$ cat src/rtl/serial_mag_comparator_pkg.sv
// Shared definitions for the bit-serial magnitude comparator and its consumers.
// The result code bit order matches the {err, lt, gt, eq} output grouping.
package serial_mag_comparator_pkg;

    typedef enum logic [1:0] {
        IDLE  = 2'd0,
        SHIFT = 2'd1,
        DONE  = 2'd2
    } state_t;

    localparam logic [3:0] RES_NONE = 4'b0000;
    localparam logic [3:0] RES_EQ   = 4'b0001;
    localparam logic [3:0] RES_GT   = 4'b0010;
    localparam logic [3:0] RES_LT   = 4'b0100;
    localparam logic [3:0] RES_ERR  = 4'b1000;

endpackage

$ cat src/rtl/serial_shift_pair.sv
// Two WIDTH-bit load/shift-left registers; the MSB taps feed the external 1-bit cell.
module serial_shift_pair #(
    parameter int WIDTH = 4
) (
    input  logic             clk,
    input  logic             rst_n,
    input  logic             load,
    input  logic             shift,
    input  logic             clear,
    input  logic [WIDTH-1:0] a_load,
    input  logic [WIDTH-1:0] b_load,
    output logic             a_msb,
    output logic             b_msb
);

    logic [WIDTH-1:0] sa;
    logic [WIDTH-1:0] sb;

    always_ff @(posedge clk or negedge rst_n) begin
        if (!rst_n) begin
            sa <= '0;
            sb <= '0;
        end else if (clear) begin
            sa <= '0;
            sb <= '0;
        end else if (load) begin
            sa <= a_load;
            sb <= b_load;
        end else if (shift) begin
            sa <= {sa[WIDTH-2:0], 1'b0};
            sb <= {sb[WIDTH-2:0], 1'b0};
        end
    end

    assign a_msb = sa[WIDTH-1];
    assign b_msb = sb[WIDTH-1];

endmodule

$ cat src/rtl/serial_mag_comparator.sv
// Bit-serial magnitude comparator controller: streams operands MSB-first into an
// external 1-bit cell and stops on the first differing bit.
module serial_mag_comparator
    import serial_mag_comparator_pkg::*;
#(
    parameter  int WIDTH = 4,
    localparam int CW    = $clog2(WIDTH + 1)
) (
    input  logic             clk,
    input  logic             rst_n,
    input  logic             start,
    input  logic [WIDTH-1:0] a_in,
    input  logic [WIDTH-1:0] b_in,
    output logic             cmp_a,
    output logic             cmp_b,
    input  logic             cmp_eg,
    input  logic             cmp_agb,
    input  logic             cmp_alb,
    output logic             busy,
    output logic             done,
    output logic             eq,
    output logic             gt,
    output logic             lt,
    output logic             err,
    output logic [CW-1:0]    bits_used
);

    state_t          state;
    state_t          state_next;
    logic            load;
    logic            shift;
    logic            clear;
    logic            finish;
    logic [3:0]      res_next;
    logic [CW-1:0]   count;

    // cmp_a/cmp_b come straight from the shift register MSB flops.
    serial_shift_pair #(
        .WIDTH (WIDTH)
    ) u_shift_pair (
        .clk    (clk),
        .rst_n  (rst_n),
        .load   (load),
        .shift  (shift),
        .clear  (clear),
        .a_load (a_in),
        .b_load (b_in),
        .a_msb  (cmp_a),
        .b_msb  (cmp_b)
    );

    always_ff @(posedge clk or negedge rst_n) begin
        if (!rst_n) begin
            state <= IDLE;
        end else begin
            state <= state_next;
        end
    end

    always_comb begin
        state_next = state;
        load       = 1'b0;
        shift      = 1'b0;
        clear      = 1'b0;
        finish     = 1'b0;
        res_next   = RES_NONE;
        case (state)
            IDLE: begin
                if (start) begin
                    load       = 1'b1;
                    state_next = SHIFT;
                end
            end
            SHIFT: begin
                case ({cmp_eg, cmp_agb, cmp_alb})
                    3'b100: begin
                        if (count == CW'(WIDTH)) begin
                            finish     = 1'b1;
                            res_next   = RES_EQ;
                            state_next = DONE;
                        end else begin
                            shift = 1'b1;
                        end
                    end
                    3'b010: begin
                        finish     = 1'b1;
                        res_next   = RES_GT;
                        state_next = DONE;
                    end
                    3'b001: begin
                        finish     = 1'b1;
                        res_next   = RES_LT;
                        state_next = DONE;
                    end
                    default: begin
                        finish     = 1'b1;
                        res_next   = RES_ERR;
                        state_next = DONE;
                    end
                endcase
            end
            DONE: begin
                clear      = 1'b1;
                state_next = IDLE;
            end
            default: state_next = IDLE;
        endcase
    end

    always_ff @(posedge clk or negedge rst_n) begin
        if (!rst_n) begin
            count     <= '0;
            eq        <= 1'b0;
            gt        <= 1'b0;
            lt        <= 1'b0;
            err       <= 1'b0;
            bits_used <= '0;
        end else if (load) begin
            count <= CW'(1);
            {err, lt, gt, eq} <= RES_NONE;
        end else if (shift) begin
            count <= count + CW'(1);
        end else if (finish) begin
            {err, lt, gt, eq} <= res_next;
            bits_used         <= count;
        end
    end

    assign busy = (state == SHIFT);
    assign done = (state == DONE);

endmodule

$ cat config.mk
export PLATFORM = sky130hd
export DESIGN_NAME = serial_mag_comparator
export DESIGN_NICKNAME = d
export VERILOG_FILES = /design/src/rtl/serial_mag_comparator_pkg.sv /design/src/rtl/serial_shift_pair.sv /design/src/rtl/serial_mag_comparator.sv
export SDC_FILE = /design/constraint.sdc
export NUM_CORES = 1
export LEC_CHECK = 0
export BUFFER_PORTS_ARGS = -buffer_cell sky130_fd_sc_hd__buf_4
export CAP_MARGIN = 0
export CORE_MARGIN = 2
export CORE_UTILIZATION = 40
export CTS_CLUSTER_SIZE = 28
export DETAILED_ROUTE_END_ITERATION = 8
export RECOVER_POWER = 50
export SKIP_CTS_REPAIR_TIMING = 1
export SYNTH_ARGS = -nofsm -noshare
export SYNTH_HDL_FRONTEND = slang
export SYNTH_SLANG_ARGS = --single-unit
$ cat constraint.sdc
create_clock -name clk -period 1.6 [get_ports clk]
set_input_delay 0.4 -clock clk [delete_from_list [all_inputs] [get_ports clk]]
set_output_delay 0.4 -clock clk [all_outputs]
set_load 0.005 [all_outputs]
==> metrics.md <==
| Metric | Value |
|---|---|
| CTS buffer count | 3 |
| Slew HR | 65.6% |
| Ys async rst share | 100% |
| Final Skew | 2.13 ps |
| Top FF cell, synth | dfrtp_1 |
| CTS tree | yes |
| First-pass GRT wire length | 4360 um |
| M3 GR Usage | 3.40% |
| Die ar. | 0.00326 mm2 |
| # placed instances | 159 |
| GR Overflow Total | 0 |
| H-tree level count | 1 |
| Routed WL per cell | 15.0 um |
| Chip Width | 57.1 um |
| Initial antenna violation count | 0 |
| TritonCTS sink count | 20 |
| Final count of pins violating max slew | 0 |
| Die height | 57.1 um |
| Fin Hold WS | 310 ps |
| Final setup viols | 0 |
| Post-Syn Area | 0.00113 mm2 |
| Synthesized Nets | 119 |
| Grt met1 use | 23.0% |
| Final ANT Viol Nets | 0 |
| Post-synth cell types | 38 |
| GPL Wtd Cong | 0.795 |
| Seq/Total Area, Yosys | 44.3% |
| Part of the cycle the worst path needs | 96.6% |
| Tmin final | 1550 ps |
| CP Class | register to output pin |
| Hold Fails Final Rpt | 0 |
| Top Ports | 25 |
| Largest net degree at the start of global routing | 21 |
| CP Capture Type | output pin |
| Initial drt markers | 17 |
| TritonRoute pass-1 iters | 4 |
| HPWL Detailed | 1810 um |
| Worst Hold Class | input port to register |
| Leakage | 0.683 nW |
| Final worst slack | 53.9 ps |
| Arr. time, crit path | 1150 ps |
| Commonest cells after routing, fill and taps aside | 27 x buf_4, 19 x dfrtp_1, 8 x inv_1, 7 x nand2_1, 7 x clkbuf_4 |
| Clock Pin Slew Worst Setup and Hold Paths | 120 ps |
| Max-cap viol count | 0 |
| Tightest Pin Transition | 516 ps |
| Peak Freq | 0.647 GHz |
| Clock root buffer | clkbuf_4 |
| Share of layout cells above drive strength 1 | 38.8% |
| Flops & latches, synth | 20 |
| Final nets | 151 |
| Crit-path max FO | 10 |
| Synth area leader | dfrtp_1 |
| Maximum VDD drop | 718 uV |
| Mean Syn Cell Area | 11.0 um2 |
| IO buf count | 24 |
| Layout area overhead | 30.7% |
| R2r setup slk | 110 ps |
| Worst slack, placed | 4.57 ps |
| Vias in the first global route | 919 |
| Largest cells by area after synthesis | dfrtp_1 44%, mux2_4 4.0%, nor3b_4 3.3%, a2bb2oi_1 3.1%, a41oi_1 3.1% |
| N_diodes | 0 |
| Total track usage | 17.1% |
| WL final | 2470 um |
| Utilization after layout | 54.4% |
| Outcome | finished clean |
| M2 GR Usage | 27.9% |
| Rows | 19 |
| Worst EP required | 1200 ps |
| Core area | 0.00271 mm2 |
| Power per cell area | 1180 mW/mm2 |
| Post-synth EDFFs | 0 |
| Post-Synthesis Cells | 103 |
| Top cell type's share of synthesized area | 44.3% |
| Worst skew pair latency | 300 ps |
| Non-Filler Instances | 165 |
| Via count | 901 |
| Commonest non-fill, non-tap cell in the layout | buf_4 |
| Vias per cell | 5.46 |
| Starting density of the core | 41.6% |
| DRC errors left | 0 |
| Design area | 0.00148 mm2 |
| Area post-placement | 0.00137 mm2 |
| GR peak layer | met2 |
| Clock Path Buffers | 2 |
| Yosys warning count | 0 |
| CP startpoint kind | register |
==> Yosys cell counts, drive strengths merged (2+ instances only) <==
master and number:
a211oi 3, a21oi 6, a2bb2oi 4, a31oi 2, a32o 2, a41oi 4, buf 5, clkbuf 2
dfrtp 20, ha 2, inv 10, mux2 3, mux2i 3, nand2 8, nand2b 2, nor3b 4
nor4bb 2, o21ai 4, o31ai 4, or3b 2, or4b 2
==> cell families after synthesis <==
group,count (synthesis),share of synthesized area (%)
AOI/OAI and AO/OA,32,22.7
and+or+nand+nor,25,16.2
DFF,20,44.3
buffers and inverters,17,7.09
muxes,6,6.65
adders and majority gates,2,2.22
xor gates and xnor gates,1,0.776
==> state kept, by name, indices dropped and copies added (netlist names) <==
signal / flops
bits_used: 3
count: 3
eq: 1
err: 1
gt: 1
lt: 1
state: 2
u_shift_pair.sa: 4
u_shift_pair.sb: 4
==> worst paths after layout <==
check	cells after the start	endpoint	from
min in group asynchronous	2	err	rst_n
hold reg to reg	1	bits_used[2]	bits_used[2]
hold / removal	2	u_shift_pair.sa[0]	a_in[0]
setup reg to reg	5	bits_used[0]	count[0]
setup / recovery	3	busy	state[0]
max in group asynchronous	2	state[0]	rst_n
==> per-stage QoR <==
step / power, mW / setup TNS (ps)
after floorplan: 1.05 / 0
after global placement: 1.28 / 0
after detailed placement: 1.29 / 0
after CTS: 1.71 / -305
after global routing: 1.86 / -2.54
final: 1.74 / 0
==> report_power, final <==
part / total (mW) / internal [mW] / switching, mW
registers: 0.718 / 0.629 / 0.0888
clock network: 0.416 / 0.253 / 0.163
logic: 0.609 / 0.334 / 0.275
==> final cells by class <==
cell class,instances,area [um2]
well taps,31,38.8
repair buffers,34,259
fillers,244,1230
clock buffers,3,22.5
flip-flops and latches,20,502
inverters,10,45.0
clock inverters,1,30.0
multi-input cells,66,578
==> layer usage <==
layer	up-vias	routed length, um
met5	-	0
met4	0	15
met3	2	103
met2	23	1180
met1	424	1160
li1	452	-
==> critical path: stages (launching register included) <==
cell	delay, ps
dfrtp_2	500
nand2b_4	150
inv_8	60
buf_4	130
Power figures use the tool's default switching activity.
